File: src/rtl/ca_cmd_capture_if.sv
// Host-side CA capture bus: command inputs from the host, forwarded UIs and
// parity-alert status back out.
interface ca_cmd_capture_if #(
  parameter int CA_WIDTH  = 7,
  parameter int NUM_RANKS = 2,
  parameter int ERR_CNT_W = 8
);
  logic [CA_WIDTH-1:0]  ca_in;
  logic [NUM_RANKS-1:0] cs_n_in;
  logic                 par_in;
  logic                 par_chk_en;
  logic                 err_clr;
  logic [CA_WIDTH-1:0]  ca_out;
  logic                 ca_valid_out;
  logic [NUM_RANKS-1:0] rank_enable;
  logic                 cmd_first_out;
  logic                 alert_n;
  logic [ERR_CNT_W-1:0] par_err_cnt;

  modport master (
    output ca_in, cs_n_in, par_in, par_chk_en, err_clr,
    input  ca_out, ca_valid_out, rank_enable, cmd_first_out, alert_n, par_err_cnt
  );

  modport slave (
    input  ca_in, cs_n_in, par_in, par_chk_en, err_clr,
    output ca_out, ca_valid_out, rank_enable, cmd_first_out, alert_n, par_err_cnt
  );
endinterface

File: src/rtl/ca_cmd_capture.sv
// CA command capture: frames 1/2-UI commands, checks even parity, forwards
// whole commands with a fixed 3-cycle latency and raises a timed alert.
//   state | meaning
//   IDLE  | waiting for a chip select; UI0 of a command is taken here
//   UI1   | second UI of a two-UI command is taken this cycle
//   ALERT | parity alert active, all inputs ignored
module ca_cmd_capture #(
  parameter int CA_WIDTH  = 7,
  parameter int NUM_RANKS = 2,
  parameter int ALERT_PW  = 4,
  parameter int ERR_CNT_W = 8
) (
  input  logic              clk,
  input  logic              rst_n,
  ca_cmd_capture_if.slave   bus
);

  localparam logic [1:0] IDLE  = 2'd0;
  localparam logic [1:0] UI1   = 2'd1;
  localparam logic [1:0] ALERT = 2'd2;

  logic [1:0]           r_state;
  logic [3:0]           r_alert_cnt;
  logic                 r_alert_n;
  logic [NUM_RANKS-1:0] r_rank;
  logic [ERR_CNT_W-1:0] r_err_cnt;

  logic [CA_WIDTH-1:0]  r_s1_ca,    r_s2_ca,    r_o_ca;
  logic                 r_s1_vld,   r_s2_vld,   r_o_vld;
  logic [NUM_RANKS-1:0] r_s1_rank,  r_s2_rank,  r_o_rank;
  logic                 r_s1_first, r_s2_first, r_o_first;

  logic                 w_start;
  logic                 w_in_ui1;
  logic                 w_cmd_ui;
  logic                 w_err;
  logic                 w_keep;
  logic [NUM_RANKS-1:0] w_rank_now;
  logic [ERR_CNT_W-1:0] w_cnt_nxt;

  assign w_in_ui1   = (r_state == UI1);
  assign w_start    = (r_state == IDLE) && (bus.cs_n_in != {NUM_RANKS{1'b1}});
  assign w_cmd_ui   = w_start || w_in_ui1;
  assign w_err      = w_cmd_ui && bus.par_chk_en && (^{bus.ca_in, bus.par_in});
  assign w_keep     = w_cmd_ui && !w_err;
  assign w_rank_now = w_in_ui1 ? r_rank : ~bus.cs_n_in;

  always_comb begin
    w_cnt_nxt = r_err_cnt;
    if (bus.err_clr)
      w_cnt_nxt = w_err ? {{(ERR_CNT_W-1){1'b0}}, 1'b1} : '0;
    else if (w_err && (r_err_cnt != {ERR_CNT_W{1'b1}}))
      w_cnt_nxt = r_err_cnt + 1'b1;
  end

  always_ff @(posedge clk) begin
    if (!rst_n) begin
      r_state     <= IDLE;
      r_alert_cnt <= '0;
      r_alert_n   <= 1'b1;
      r_rank      <= '0;
      r_err_cnt   <= '0;
    end else begin
      r_err_cnt <= w_cnt_nxt;
      if (w_start) r_rank <= ~bus.cs_n_in;
      if (w_err) begin
        r_state     <= ALERT;
        r_alert_cnt <= 4'(ALERT_PW - 1);
        r_alert_n   <= 1'b0;
      end else begin
        case (r_state)
          IDLE:    if (w_start && !bus.ca_in[1]) r_state <= UI1;
          UI1:     r_state <= IDLE;
          ALERT: begin
            if (r_alert_cnt == 4'd0) begin
              r_state   <= IDLE;
              r_alert_n <= 1'b1;
            end else begin
              r_alert_cnt <= r_alert_cnt - 4'd1;
            end
          end
          default: r_state <= IDLE;
        endcase
      end
    end
  end

  // UI0 of a two-UI command sits in stage 1 while UI1 is checked; a UI1
  // parity error squashes it on its way to stage 2 so commands stay atomic.
  always_ff @(posedge clk) begin
    if (!rst_n) begin
      r_s1_ca <= '0; r_s1_vld <= 1'b0; r_s1_rank <= '0; r_s1_first <= 1'b0;
      r_s2_ca <= '0; r_s2_vld <= 1'b0; r_s2_rank <= '0; r_s2_first <= 1'b0;
      r_o_ca  <= '0; r_o_vld  <= 1'b0; r_o_rank  <= '0; r_o_first  <= 1'b0;
    end else begin
      r_s1_vld   <= w_keep;
      r_s1_ca    <= w_keep ? bus.ca_in : '0;
      r_s1_rank  <= w_keep ? w_rank_now : '0;
      r_s1_first <= w_keep && w_start;
      if (w_err && w_in_ui1) begin
        r_s2_ca <= '0; r_s2_vld <= 1'b0; r_s2_rank <= '0; r_s2_first <= 1'b0;
      end else begin
        r_s2_ca <= r_s1_ca; r_s2_vld <= r_s1_vld; r_s2_rank <= r_s1_rank; r_s2_first <= r_s1_first;
      end
      r_o_ca    <= r_s2_ca;
      r_o_vld   <= r_s2_vld;
      r_o_rank  <= r_s2_rank;
      r_o_first <= r_s2_first;
    end
  end

  assign bus.ca_out        = r_o_ca;
  assign bus.ca_valid_out  = r_o_vld;
  assign bus.rank_enable   = r_o_rank;
  assign bus.cmd_first_out = r_o_first;
  assign bus.alert_n       = r_alert_n;
  assign bus.par_err_cnt   = r_err_cnt;

endmodule

File: src/flat_wrapper.sv
// flat-port wrapper written by rule: the top's interface ports become plain ports
module ca_cmd_capture_flat 
#(
  parameter int CA_WIDTH  = 7,
  parameter int NUM_RANKS = 2,
  parameter int ALERT_PW  = 4,
  parameter int ERR_CNT_W = 8
)
  (clk, rst_n, bus_ca_in, bus_cs_n_in, bus_par_in, bus_par_chk_en, bus_err_clr, bus_ca_out, bus_ca_valid_out, bus_rank_enable, bus_cmd_first_out, bus_alert_n, bus_par_err_cnt);
  ca_cmd_capture_if #(.CA_WIDTH(CA_WIDTH), .NUM_RANKS(NUM_RANKS), .ERR_CNT_W(ERR_CNT_W)) bus_i ();
  input  logic clk;
  input  logic rst_n;
  input wire logic [$bits(bus_i.ca_in)-1:0] bus_ca_in;
  input wire logic [$bits(bus_i.cs_n_in)-1:0] bus_cs_n_in;
  input wire logic [$bits(bus_i.par_in)-1:0] bus_par_in;
  input wire logic [$bits(bus_i.par_chk_en)-1:0] bus_par_chk_en;
  input wire logic [$bits(bus_i.err_clr)-1:0] bus_err_clr;
  output wire logic [$bits(bus_i.ca_out)-1:0] bus_ca_out;
  output wire logic [$bits(bus_i.ca_valid_out)-1:0] bus_ca_valid_out;
  output wire logic [$bits(bus_i.rank_enable)-1:0] bus_rank_enable;
  output wire logic [$bits(bus_i.cmd_first_out)-1:0] bus_cmd_first_out;
  output wire logic [$bits(bus_i.alert_n)-1:0] bus_alert_n;
  output wire logic [$bits(bus_i.par_err_cnt)-1:0] bus_par_err_cnt;
  assign bus_i.ca_in = bus_ca_in;
  assign bus_i.cs_n_in = bus_cs_n_in;
  assign bus_i.par_in = bus_par_in;
  assign bus_i.par_chk_en = bus_par_chk_en;
  assign bus_i.err_clr = bus_err_clr;
  assign bus_ca_out = bus_i.ca_out;
  assign bus_ca_valid_out = bus_i.ca_valid_out;
  assign bus_rank_enable = bus_i.rank_enable;
  assign bus_cmd_first_out = bus_i.cmd_first_out;
  assign bus_alert_n = bus_i.alert_n;
  assign bus_par_err_cnt = bus_i.par_err_cnt;
  ca_cmd_capture #(.CA_WIDTH(CA_WIDTH), .NUM_RANKS(NUM_RANKS), .ALERT_PW(ALERT_PW), .ERR_CNT_W(ERR_CNT_W)) u_core (.clk(clk), .rst_n(rst_n), .bus(bus_i));
endmodule
File: config.mk
export PLATFORM = sky130hd
export DESIGN_NAME = ca_cmd_capture_flat
export DESIGN_NICKNAME = d
export VERILOG_FILES = /design/src/rtl/ca_cmd_capture_if.sv /design/src/rtl/ca_cmd_capture.sv /design/src/flat_wrapper.sv
export SDC_FILE = /design/constraint.sdc
export NUM_CORES = 1
export LEC_CHECK = 0
export ABC_AREA = 1
export BUFFER_PORTS_ARGS = -buffer_cell sky130_fd_sc_hd__buf_2
export CORE_AREA = 2 2 67 69
export DETAILED_ROUTE_END_ITERATION = 6
export DIE_AREA = 0 0 69 71
export GPL_ROUTABILITY_DRIVEN = 0
export GPL_TIMING_DRIVEN = 0
export PLACE_DENSITY = 0.73
export SLEW_MARGIN = 10
export SYNTH_ARGS = -nofsm -noshare
export SYNTH_HDL_FRONTEND = slang
export SYNTH_SLANG_ARGS = --single-unit
File: constraint.sdc
create_clock -name clk -period 1.6 [get_ports clk]
set_clock_uncertainty 0.1 [all_clocks]
set_input_delay 0.48 -clock clk [delete_from_list [all_inputs] [get_ports clk]]
set_output_delay 0.48 -clock clk [all_outputs]
set_load 0.005 [all_outputs]
# [After elaboration in Yosys (flattened, before gate mapping)]
# Index checks and enable logic that the tools add are counted.
# Widths: inputs -> output; s select.
[totals] out_inout_bits=20 regBits=50 elab_cells=72 in_bits=14
[op_classes] muxes=14 eq_ne=9 bitwise=3 n_reduce_logical=25 n_addsub=2
[ops] operator="$mux 8" count=2
[ops] operator="$mux 2" count=7
[ops] operator="$reduce_and 2->1" count=6
[ops] operator="$add 8x1->8 const B" count=1
[ops] operator="$logic_and 1x1->1" count=8
[ops] operator="$ne 8x8->1 const B" count=1
[ops] operator="$reduce_xor 8->1" count=1
[ops] operator="$reduce_bool 2->1" count=3
[ops] operator="$logic_not 4->1" count=1
[ops] operator="$mux 1" count=4
[ops] operator="$ne 2x1->1 const B" count=2
[ops] operator="$ne 2x2->1 const B" count=2
[ops] operator="$pmux 2 s2" count=1
[ops] operator="$reduce_or 2->1" count=2
[ops] operator="$sub 4x1->4 const B" count=1
[ops] operator="$ne 3x1->1 const B" count=1
[ops] operator="$ne 3x2->1 const B" count=1
[ops] operator="$eq 2x1->1 const B" count=1
[ops] operator="$eq 2x2->1 const B" count=1
[ops] operator="$logic_not 1->1" count=2
[ops] operator="$logic_not 2->1" count=1
[ops] operator="$not 1->1" count=2
[ops] operator="$not 2->2" count=1
[ops] operator="$logic_or 1x1->1" count=1

# [Longest topological paths before layout]
# Gate-level depths: netlist of the first run.
[depth] depth_word=8 mapped_depth=11 depth_no_buf=11

# [Worst setup path after synthesis of the first run]
# No wires, ideal clock.
[synth_path] path_kind="input-to-reg" startpoint="input port bus_ca_in[2]" endpoint="register u_core.r_s2_ca[0]" arrival_ps=1379 setup_time_ps=111 slack_ps=11 cell_stages=11 required_ps=1389 n_path_buf=1 path_cell_list="inv_1 -> nand2_1 -> nand2_1 -> nand2_1 -> nand2_1 -> nand2_2 -> and2_4 -> nand2_4 -> o21ai_2 -> buf_6 -> nor2_1"
[synth_via] elab_chain_len=4
[synth_lines] element="start: declaration" line_no="flat_wrapper.sv:13" source="input wire logic [$bits(bus_i.ca_in)-1:0] bus_ca_in;"
[synth_lines] element="$reduce_xor 8->1" line_no="ca_cmd_capture.sv:44" source="assign w_err = w_cmd_ui && bus.par_chk_en && (^{bus.ca_in, bus.par_in});"
[synth_lines] element="$logic_and 1x1->1" line_no="ca_cmd_capture.sv:44"
[synth_lines] element="$logic_and 1x1->1" line_no="ca_cmd_capture.sv:100" source="if (w_err && w_in_ui1) begin"
[synth_lines] element="$reduce_or 2->1 (no line)"
[synth_lines] element="end signal: assignment" line_no="ca_cmd_capture.sv:103" source="r_s2_ca <= r_s1_ca; r_s2_vld <= r_s1_vld; r_s2_rank <= r_s1_rank; r_s2_first <= r_s1_first;"
[synth_lines] element="end: declaration" line_no="ca_cmd_capture.sv:28" source="logic [CA_WIDTH-1:0] r_s1_ca, r_s2_ca, r_o_ca;"
# Every way passes these cells.
# A chain may end at the register's enable or synchronous reset.

# [Worst setup path in the final report of the first run]
[layout_path] startpoint="input port bus_ca_in[0]" endpoint="register u_core.r_s2_ca[2]"
# The elaborated chain is that of the path after synthesis.

==> results of run 1 <==
-- placed cells by master, fill, tap and decap left out, types with 2 or more instances in the layout --
cell type	count
nand2_1	64
dfxtp_1	47
inv_1	43
nor2_1	32
buf_2	31
nand2_2	11
nand3_1	10
buf_4	10
a21oi_1	7
xor2_1	5
clkbuf_8	5
inv_2	4
nand4_1	4
a21oi_2	4
nor2_2	3
o21ai_0	3
o21bai_1	2
clkbuf_1	2
buf_6	2
nor3b_1	2
dfxtp_2	2
-- where the power goes --
part	internal (mW)	leakage, nW	switching (mW)
registers	1.32	0.410	0.0310
clock network	0.307	0.0441	0.417
logic	0.154	0.834	0.230
-- registers in the layout, indices dropped and copies added, names as in the netlist --
name	flops
u_core.bus.alert_n	1
u_core.bus.ca_out	7
u_core.bus.ca_valid_out	1
u_core.bus.cmd_first_out	1
u_core.bus.par_err_cnt	8
u_core.bus.rank_enable	2
u_core.r_alert_cnt	4
u_core.r_rank	2
u_core.r_s1_ca	7
u_core.r_s1_first	1
u_core.r_s1_rank	2
u_core.r_s1_vld	1
u_core.r_s2_ca	7
u_core.r_s2_first	1
u_core.r_s2_rank	2
u_core.r_s2_vld	1
u_core.r_state	2
-- cell usage after synthesis (4+ instances only) --
master   count
nand4_1      4
nand2_1     74
a21oi_1     11
nor2_1      35
nand3_1     11
o21ai_0      4
dfxtp_1     50
inv_1       46
xor2_1       5
-- critical path, delay by kind of cell --
family	cells	cell delay, ns
simple gates	8	0.73
buf+inv	2	0.26
compound gates	1	0.18
-- final cells by class --
class / instances / share of cell area
buffer: 4 / 0.00948
timing repair buffer: 41 / 0.0943
clock inverter: 3 / 0.00848
sequential: 50 / 0.401
multi-input combinational: 164 / 0.361
tap: 52 / 0.0259
inverter: 48 / 0.0718
clock buffer: 5 / 0.0274
-- cells by family (layout without fill, tap and decap cells) --
group | Yosys count | after routing | synth area share
simple gates | 137 | 138 | 0.310
buf+inv | 52 | 101 | 0.102
flops | 50 | 50 | 0.500
compound gates | 19 | 19 | 0.0532
xor+xnor | 5 | 5 | 0.0219
fa+ha+maj | 2 | 2 | 0.0125
-- metal layers --
metal | GRT usage | part of all wire
met1 | 0.169 | 0.41
met3 | 0.0442 | 0.049
met2 | 0.277 | 0.52
met4 | 0.0654 | 0.020
met5 | 0 | 0
-- worst paths after layout --
kind	endpoint	slack [ns]	cells past startpoint
max	u_core.r_s2_ca[2]	0.05	11
min	u_core.r_state[0]	0.27	2
max reg2reg	u_core.bus.par_err_cnt[2]	0.05	8
min reg2reg	u_core.r_s2_first	0.31	2
-- per-stage QoR --
stage | area (um2) | total power [mW] | TNS (ns)
final | 2510 | 2.46 | 0
after global routing | 2510 | 2.58 | -0.521
after CTS | 2350 | 2.42 | 0
after detailed placement | 2220 | 1.69 | -6.79
after global placement | 2220 | 1.68 | -5.56
after floorplan | 2000 | 1.60 | 0
-- timing repair --
action	CTS	global route
gates cloned	1	1
hold buffers	0	0
hold endpoints to repair	0	0
pin swaps	4	2
gates resized for setup	6	30
buffers inserted	2	7
setup endpoints to repair	8	31
==> metrics.md, run 1 <==
| Metric | Value |
|---|---|
| Status | finished clean |
| Filler cells | 380 |
| CTS HTree Levels | 2 |
| Worst-Skew Late Latency | 0.30 ns |
| DRC Markers | 0 |
| Worst EP arrival | 1.65 ns |
| Count of different cell masters after synthesis | 28 |
| Cell Pwr Density | 979 nW/um2 |
| Startpoint types | input port |
| Yosys top cell by area | dfxtp_1 |
| Syn Nets | 281 |
| Share of layout cells above drive strength 1 | 0.286 |
| Antenna violations before repair | 0 |
| Final hold slack | 0.268 ns |
| Drt wl/cell | 10.2 um |
| Worst path required time | 1.70 ns |
| Drt first pass iters | 4 |
| Longest Clk Path Bufs | 2 |
| CP Capture Type | flop |
| Worst setup margin | 0.0517 ns |
| Number of vias per cell | 4.63 |
| Dpl cells | 348 |
| Pin count of the biggest net entering global routing | 17 |
| Via count | 1701 |
| Starting Density | 0.476 |
| GRT overflow | 0 |
| RSZ-0062 raised after global routing | true |
| CP startpoint | bus_ca_in[0] |
| Clock-pin transition on the worst setup and hold timing paths | 0.09 ns |
| Register bit total from synthesis | 50 |
| Final worst path period share | 0.968 |
| CTS tree | yes |
| Vias in the first global route | 1440 |
| Count of pins over their slew limit | 0 |
| Clk sink count | 50 |
| Final WL | 3.74 mm |
| Worst rel slew slack | 0.722 |
| Max Cap Violations | 0 |
| LEAKAGE | 1.29 nW |
| First-pass GRT wire length | 6.04 mm |
| Worst Tran Pin Value | 0.417 ns |
| Layout Cells excl Fill | 367 |
| Largest cells by area after synthesis | dfxtp_1 50%, nand2_1 14%, inv_1 8.6% |
| Root Buffer Master | clkbuf_8 |
| Synth Flop Type | dfxtp_1 |
| Die Span X | 69 um |
| Yosys top cell area share | 0.500 |
| Core area | 4200 um2 |
| Syn Area/Cell | 7.55 um2 |
| CP Cell Sequence | buf_2 > nor2_1 > nor2_2 > nand2_2 > nand2_2 > nand2_2 > and2_4 > nand2_8 > o21ai_4 > buf_6 > nor2_1 |
| IO buf count | 31 |
| Worst path slowest cell | and2_4 |
| Max VDD drop | 0.000338 V |
| I/O pins | 34 |
| Hpwl dp | 2.48 mm |
| Most frequent CP cell | nand2_2 |
| Sequential area share after synthesis | 0.500 |
| Site Rows | 24 |
| Number of diodes | 0 |
| Async SR Flop Fraction | 0 |
| Area of the multi-input gates | 906 um2 |
| Min Tclk post-route | 1.55 ns |
| Final core occ | 0.597 |
| Worst Hold Launch | bus_ca_in[1] |
| Final Hold Viols | 0 |
| Worst min path class | in -> reg |
| Chip height | 71 um |
| Cell count after synthesis | 265 |
| Top achievable clock speed | 0.646 GHz |
| TritonCTS Buffers | 5 |
| Post-Syn Area | 2000 um2 |
| Storage cell area | 1010 um2 |
| Reg-to-reg startpoint | u_core.bus.par_err_cnt[0] |
| Area grow syn2layout | 25.4% |
| Final setup fails | 0 |
| Crit Path Category | in -> reg |
| GRT Total Usage | 0.153 |
| Worst Path Max Fanout | 7 |
| Die ar. | 4900 um2 |
| EDFF count, synth | 0 |
| Worst slack, placed | -0.259 ns |
| 1st-iter DRT viols | 51 |
| NumNets Final | 330 |
| Post-DRT Antenna Nets | 0 |
| Max incr delay on CP | 0.18 ns |
| Synthesis Warnings | 0 |
Power figures use the tool's default switching activity.
==> run 2, diff against run 1 <==
- CORE_AREA: 2 2 67 69 -> 2 2 70 72
- DIE_AREA: 0 0 69 71 -> 0 0 72 74
- PLACE_DENSITY: 0.73 -> 0.78
==> run 2 against run 1 <==
Compared with the run above:
- the run now ends with setup timing left
- first-iteration DRC count rose by 41%
- sequential cell count did not move
- sequential share of layout area rose by 0.31 points
- design area fell by 0.65%
- register-to-register slack got worse by 0.11 ns
- sequential power barely moved
- clock-buffer cell count rose by 1
- core utilization fell by 5.5 points
- clock power rose by 8.0%
- largest cell class unchanged
==> metrics.md, run 2 (synthesized netlist as in run 1, its figures left out) <==
| Metric | Value |
|---|---|
| Status | finished, violations left |
| Failing checks | setup timing |
| Worst setup margin | -0.0605 ns |
| Post-DRT Antenna Nets | 0 |
| Reg-to-reg startpoint | u_core.bus.par_err_cnt[0] |
| Vias in the first global route | 1473 |
| Worst path slowest cell | dfxtp_4 |
| Final WL | 3.82 mm |
| Startpoint types | flop |
| Starting Density | 0.435 |
| Max Cap Violations | 0 |
| NumNets Final | 327 |
| GRT Total Usage | 0.151 |
| Final hold slack | 0.310 ns |
| Max incr delay on CP | 0.39 ns |
| Root Buffer Master | clkbuf_8 |
| Most frequent CP cell | nand2_4 |
| Area grow syn2layout | 24.6% |
| Final instance area | 2490 um2 |
| GRT overflow | 0 |
| Drt wl/cell | 10.4 um |
| Worst rel slew slack | 0.729 |
| Count of pins over their slew limit | 0 |
| Share of layout cells above drive strength 1 | 0.263 |
| Filler cells | 433 |
| IO buf count | 31 |
| Worst EP arrival | 1.76 ns |
| TritonCTS Buffers | 5 |
| Clock-pin transition on the worst setup and hold timing paths | 0.09 ns |
| Chip height | 74 um |
| Final Hold Viols | 0 |
| Crit Path Category | reg -> reg |
| RSZ-0062 raised after global routing | true |
| 1st-iter DRT viols | 72 |
| CTS tree | yes |
| Worst path required time | 1.70 ns |
| First-pass GRT wire length | 6.13 mm |
| LEAKAGE | 1.29 nW |
| Worst Tran Pin Value | 0.406 ns |
| Via count | 1709 |
| CP startpoint | u_core.bus.par_err_cnt[0] |
| Top achievable clock speed | 0.602 GHz |
| DP Area | 2220 um2 |
| Die Span X | 72 um |
| Site Rows | 25 |
| CP Cell Sequence | ha_4 > nand2_4 > nor2_4 > nand4_1 > nand4_4 > nand2_4 > nor2_2 > nor2_1 |
| DRC Markers | 0 |
| Longest Clk Path Bufs | 2 |
| Final core occ | 0.542 |
| Number of vias per cell | 4.67 |
| CTS HTree Levels | 2 |
| Worst Hold Launch | u_core.r_s1_rank[0] |
| Most common cell after layout, fill and taps aside | nand2_1 |
| Most frequent cells in the layout | 67 x nand2_1, 48 x dfxtp_1, 42 x inv_1 |
| Antenna violations before repair | 0 |
| Worst Path Max Fanout | 6 |
| Max VDD drop | 0.000386 V |
| Die ar. | 5330 um2 |
| Worst-Skew Late Latency | 0.31 ns |
| Final worst path period share | 1.04 |
| Pin count of the biggest net entering global routing | 17 |
| Number of diodes | 0 |
| Drt first pass iters | 5 |
| Min Tclk post-route | 1.66 ns |
| CP Capture Type | flop |
| Hpwl dp | 2.55 mm |
| Core area | 4600 um2 |
| Cell Pwr Density | 1010 nW/um2 |
| Clk sink count | 50 |
| I/O pins | 34 |
| Post-CTS Hold Buffers | 0 |
| Final setup fails | 5 |
| Worst min path class | reg -> reg |
| Worst slack, placed | -0.263 ns |
| Max reg flops | 8 |
-- run 2: cell types whose count changed in the layout (fill, tap and decap cells not counted), moves of 2 or more --
| cell | delta |
|---|---|
| dfxtp_2 | -2 |
| buf_4 | -4 |
| nand2_2 | -4 |
| nor2_2 | -2 |
| nand2_1 | +3 |
-- run 2: cell type report --
cell class / instances / area [um2] / area share
plain buffers: 4 / 23.8 / 0.00954
clock buffers: 6 / 82.6 / 0.0331
clock inverters: 2 / 17.5 / 0.00703
inverters: 48 / 180 / 0.0723
multi-input cells: 165 / 912 / 0.366
flip-flops and latches: 50 / 1010 / 0.405
well taps: 54 / 67.6 / 0.0271
repair buffers: 37 / 200 / 0.0803
-- run 2: path summary, 6_finish.rpt --
path / end / slack [ns] / cells past startpoint
max: u_core.bus.par_err_cnt[2] / -0.06 / 8
min: u_core.r_s2_rank[0] / 0.31 / 2
max reg2reg: u_core.bus.par_err_cnt[2] / -0.06 / 8
min reg2reg: u_core.r_s2_rank[0] / 0.31 / 2
-- run 2: report_power, final --
part | switching, mW | total, mW | internal, mW
clock | 0.426 | 0.782 | 0.356
combinational | 0.228 | 0.373 | 0.144
sequential | 0.0334 | 1.35 | 1.32
-- run 2: metrics by stage --
step,std cells,TNS (ns),total power [mW]
floorplan,265,0,1.60
global placement,350,-5.65,1.68
detailed placement,350,-7.24,1.69
CTS,360,0,2.47
global route,366,-0.676,2.63
finish,366,-0.104,2.51
-- run 2: per-layer routing --
| metal | global-route usage | up-vias | share of wire |
|---|---|---|---|
| li1 | - | 894 | - |
| met1 | 0.167 | 764 | 0.42 |
| met2 | 0.264 | 44 | 0.50 |
| met3 | 0.0515 | 7 | 0.058 |
| met4 | 0.0692 | 0 | 0.019 |
| met5 | 0 | - | 0 |
-- run 2: worst max-delay path: cells and delay by family (launching register included) --
family / cells / cell delay [ns]
flip-flops: 1 / 0.39
adder cells (fa/ha/maj): 1 / 0.15
AND/OR/NAND/NOR: 7 / 0.92
-- run 2: repair_timing --
item                       in CTS  in global routing
buffers inserted                1                  5
cloned                          1                  1
resized for setup               5                 26
pin swaps                       3                  9
setup endpoints to repair       8                 32
